### config.mk
export PLATFORM = sky130hd
export DESIGN_NAME = axi_isolate_ctrl
export DESIGN_NICKNAME = d
export VERILOG_FILES = /design/src/rtl/axi_isolate_ctrl.sv
export SDC_FILE = /design/constraint.sdc
export NUM_CORES = 1
export LEC_CHECK = 0
export CAP_MARGIN = 20
export CORE_MARGIN = 8
export CORE_UTILIZATION = 35
export DETAILED_ROUTE_END_ITERATION = 8
export PLACE_DENSITY = 0.68
export SKIP_CTS_REPAIR_TIMING = 1
export SLEW_MARGIN = 10
export SYNTH_ARGS = -nofsm -noshare
export SYNTH_HDL_FRONTEND = slang
export SYNTH_SLANG_ARGS = --single-unit
### constraint.sdc
create_clock -name clk_i -period 1.87 [get_ports clk_i]
set_input_delay 0.561 -clock clk_i [delete_from_list [all_inputs] [get_ports clk_i]]
set_output_delay 0.561 -clock clk_i [all_outputs]
set_load 0.02 [all_outputs]
### src/rtl/axi_isolate_ctrl.sv
// axi_isolate_ctrl: drain/reset/reconnect sequencer driving an axi_isolate instance.
// Define AXI_ISOLATE_CTRL_TIMEOUT_EN to bound DRAIN by DrainTimeout cycles.
module axi_isolate_ctrl #(
    parameter int unsigned DrainTimeout  = 1024,
    parameter int unsigned RstHoldCycles = 16,
    parameter int unsigned CntWidth      =
        $clog2(DrainTimeout > RstHoldCycles ? DrainTimeout : RstHoldCycles) + 1
) (
    input  logic       clk_i,
    input  logic       rst_i,
    input  logic       off_req_i,
    input  logic       on_req_i,
    input  logic       isolated_i,
    output logic       isolate_o,
    output logic       dom_rst_o,
    output logic       off_ack_o,
    output logic       busy_o,
    output logic       timeout_o,
    output logic [2:0] state_o
);
    localparam logic [2:0] ACTIVE = 3'd0;
    localparam logic [2:0] DRAIN  = 3'd1;
    localparam logic [2:0] OFF    = 3'd2;
    localparam logic [2:0] WAKE   = 3'd3;
    localparam logic [2:0] RESUME = 3'd4;

    logic [2:0]          state_q, state_d;
    logic [CntWidth-1:0] cnt_q, cnt_d, cnt_inc;
    logic                drain_to;

    assign cnt_inc = (&cnt_q) ? cnt_q : cnt_q + 1'b1;

`ifdef AXI_ISOLATE_CTRL_TIMEOUT_EN
    logic timeout_q;
    assign drain_to = (cnt_q == CntWidth'(DrainTimeout - 1)) && !isolated_i;
    always_ff @(posedge clk_i) begin
        if (rst_i)
            timeout_q <= 1'b0;
        else if (state_q == ACTIVE && off_req_i)
            timeout_q <= 1'b0;
        else if (state_q == DRAIN && drain_to)
            timeout_q <= 1'b1;
    end
    assign timeout_o = timeout_q;
`else
    assign drain_to  = 1'b0;
    assign timeout_o = 1'b0;
`endif

    always_comb begin
        state_d = state_q;
        cnt_d   = cnt_q;
        case (state_q)
            ACTIVE: if (off_req_i) begin
                state_d = DRAIN;
                cnt_d   = '0;
            end
            DRAIN: begin
                cnt_d   = cnt_inc;
                state_d = (isolated_i || drain_to) ? OFF : DRAIN;
            end
            OFF: if (on_req_i) begin
                state_d = WAKE;
                cnt_d   = '0;
            end
            WAKE: begin
                cnt_d   = cnt_inc;
                state_d = (cnt_q == CntWidth'(RstHoldCycles - 1)) ? RESUME : WAKE;
            end
            RESUME:  state_d = isolated_i ? RESUME : ACTIVE;
            default: state_d = ACTIVE;
        endcase
    end

    always_ff @(posedge clk_i) begin
        if (rst_i) begin
            state_q <= ACTIVE;
            cnt_q   <= '0;
        end else begin
            state_q <= state_d;
            cnt_q   <= cnt_d;
        end
    end

    assign isolate_o = state_q == DRAIN || state_q == OFF || state_q == WAKE;
    assign dom_rst_o = state_q == OFF || state_q == WAKE;
    assign off_ack_o = state_q == OFF;
    assign busy_o    = state_q == DRAIN || state_q == WAKE || state_q == RESUME;
    assign state_o   = state_q;
endmodule

==> run metrics <==
final wirelength 2.03 mm; Setup Skew 3.37 ps; CP arrival 1220 ps; die height 65.0 um; Gate power share 28.3%; global-route usage over all layers 10.0%; Placement Rows 17; Total Nets Final 128; root buf cell clkbuf_4; simple-gate share of the synthesized area between 30% and 40%; DRC viols 0; Power Dens Cells 634 mW/mm^2; post-synthesis mux area share 2.38%; Synth Area per Inst 8.24 sq um; status finished, final reports clean; placed cell areas slightly above 0.001 sq mm; via count ~840; share of layout cells above drive strength 1 20.0%; grt ovf 0; XOR/XNOR Fraction of Synth Area 1.04%; DR pass1 iterations 4; main combinational cell family by area after synthesis simple AND/OR/NAND/NOR gates; Worst Path Required 1310 ps; RSZ-0062 raised after global routing false; clk slew on worst S/H paths roughly 80 ps; f_max 561 MHz; WS Path Type reg2out; sequential power share 46.9%; Psw 212 uW; Initial DRC Count 43; CTS Buf Count 3; RD Place Congestion 0.803; CTS tree built; synthesized flop and latch total 14; Final Cycle Share 95.3%; VDD IR-drop max about 410 uV; Clk Latency, worst-skew pair around 280 ps; Final Cell Area ~0.0011 sq mm; post-route setup TNS 0 ps; Initial Util 37.6%; CP max FO 5; # port buffers 11; drt wl/cell 13.7 um; Sw Share 31.2%; Core Region 0.00223 sq mm; chip width 65.0 um; H-tree levels 1; Fin Hold WS 501 ps; Synth Area in Adders 1.49%; initial antenna violation count 0; Clock Tree Buf Depth 2; distinct cell type count after synthesis 39; Final Hold Viols 0; # diodes 0; Critical Path Sink Type output pin; Max-Cap Viols 0; vias in the first global route 783; Netlist Area Pre-Place approximately 840 sq um; leak pwr 0.000496 uW; detailed placement HPWL about 1.5 mm; P&R area growth vs syn 27.7%; largest net degree at the start of global routing 11; DIE AREA 0.00423 sq mm; io pins 13; post-synth net total 108; DR vias/cell 5.67; post-synthesis compound-gate area fraction 26.5%; type of origin of the critical path flip-flop; register area share after synthesis around a third; clock network power share about a quarter; Ys Warns 0; first-pass GRT wire length roughly 3.4 mm; Final Util 48.1%; fin crit period approximately 1800 ps; Antenna Nets Post-Route 0; min-delay worst type reg2reg; Max Slew Vio Count 0; Synth Instances 102; final setup violating endpoints 0; # clock sinks 14; P_int 468 uW
[sequential cells by signal (all words and copies together) (netlist names)]
| name | count |
|---|---|
| cnt_q | 11 |
| state_o | 3 |
[worst max-delay path, stage by stage, from the launching register on]
cell and delay [ps]:
dfxtp_2 380, nor2b_2 210, and2_1 140, dlymetal6s2s_1 220
[power by group through the flow]
stage	Combinational, uW	Sequential [uW]	Clock, uW
3_5_place_dp	194	324	0
4_1_cts	194	317	177
2_1_floorplan	112	325	0
5_1_grt	209	321	193
6_report	193	319	169
3_3_place_gp	193	324	0
[per-layer routing]
metal | vias to the layer above | wire (um) | global-route usage (%) | share of wire [%]
met4 | 0 | 43 | 5.72 | 2.1
met5 | - | 0 | 0 | 0
met1 | 396 | 1000 | 11.6 | 49
li1 | 419 | - | - | -
met2 | 19 | 891 | 16.4 | 44
met3 | 5 | 91 | 2.41 | 4.5
[layout make-up]
type,instances,area (sq um)
repair buffers,20,195
inverters,1,3.75
multi-input cells,82,534
well taps,28,35.0
clock buffers,3,22.5
flip-flops and latches,14,283
fillers,225,1160
[cell usage in the layout (no fill, tap or decap), types with 2 or more instances in the layout]
master,n
a21oi_1,7
a31oi_1,2
mux2i_1,2
nand2_1,9
o21ai_0,4
dfxtp_2,2
dlymetal6s2s_1,7
a21o_1,3
or3_1,2
nor3_1,3
o21ai_1,2
clkdlybuf4s50_1,4
clkbuf_4,3
buf_4,9
nand3_1,5
a311oi_1,5
dfxtp_1,12
nor2_1,8
nand2b_1,5
nand4_1,2
nor3_2,2
[worst paths after layout]
check	startpoint	to	slack [ps]	cells after the start
setup / recovery	state_o[1]	off_ack_o	90	3
hold / removal	cnt_q[1]	cnt_q[1]	500	2
setup reg to reg	cnt_q[0]	cnt_q[3]	150	6
hold reg to reg	cnt_q[1]	cnt_q[1]	500	2
[synthesized netlist by cell type, drive strengths merged]
| cell type | count | area share (%) |
|---|---|---|
| a211oi | 1 | 0.89 |
| and2b | 1 | 0.89 |
| a41oi | 1 | 1.0 |
| xnor2 | 1 | 1.0 |
| conb | 1 | 0.45 |
| a311oi | 5 | 5.2 |
| ha | 1 | 1.5 |
| or4 | 1 | 0.89 |
| inv | 1 | 0.45 |
| nor3 | 6 | 6.1 |
| nand4 | 2 | 1.5 |
| or3 | 2 | 1.5 |
| and4 | 1 | 1.0 |
| dfxtp | 14 | 33 |
| o31ai | 1 | 0.89 |
| a21o | 3 | 2.7 |
| o21bai | 1 | 0.89 |
| a31oi | 3 | 4.0 |
| nand2 | 9 | 4.0 |
| nor2 | 9 | 4.0 |
| nand3 | 6 | 4.2 |
| nand2b | 5 | 3.7 |
| a31o | 1 | 1.0 |
| a2111oi | 1 | 1.0 |
| a21oi | 8 | 5.2 |
| nand4b | 1 | 1.0 |
| nor2b | 2 | 1.5 |
| buf | 3 | 2.4 |
| mux2i | 2 | 2.4 |
| o21ai | 6 | 3.6 |
| and2 | 1 | 0.74 |
| clkbuf | 2 | 0.89 |
[through the flow]
step | setup WS, ps | instances | total power [uW]
5_1_grt | 31.2 | 148 | 723
3_3_place_gp | -97.4 | 145 | 517
6_report | 88.2 | 148 | 681
3_5_place_dp | -117 | 145 | 518
2_1_floorplan | 115 | 102 | 437
4_1_cts | -331 | 148 | 688
[logic make-up after synthesis]
| kind of cell | Yosys count |
|---|---|
| buffers and inverters | 6 |
| xor gates and xnor gates | 1 |
| other | 1 |
| AOI/OAI and AO/OA | 31 |
| DFF | 14 |
| adders and majority gates | 1 |
| muxes | 2 |
| and+or+nand+nor | 46 |
No activity file was read; power rests on OpenSTA's default activity.
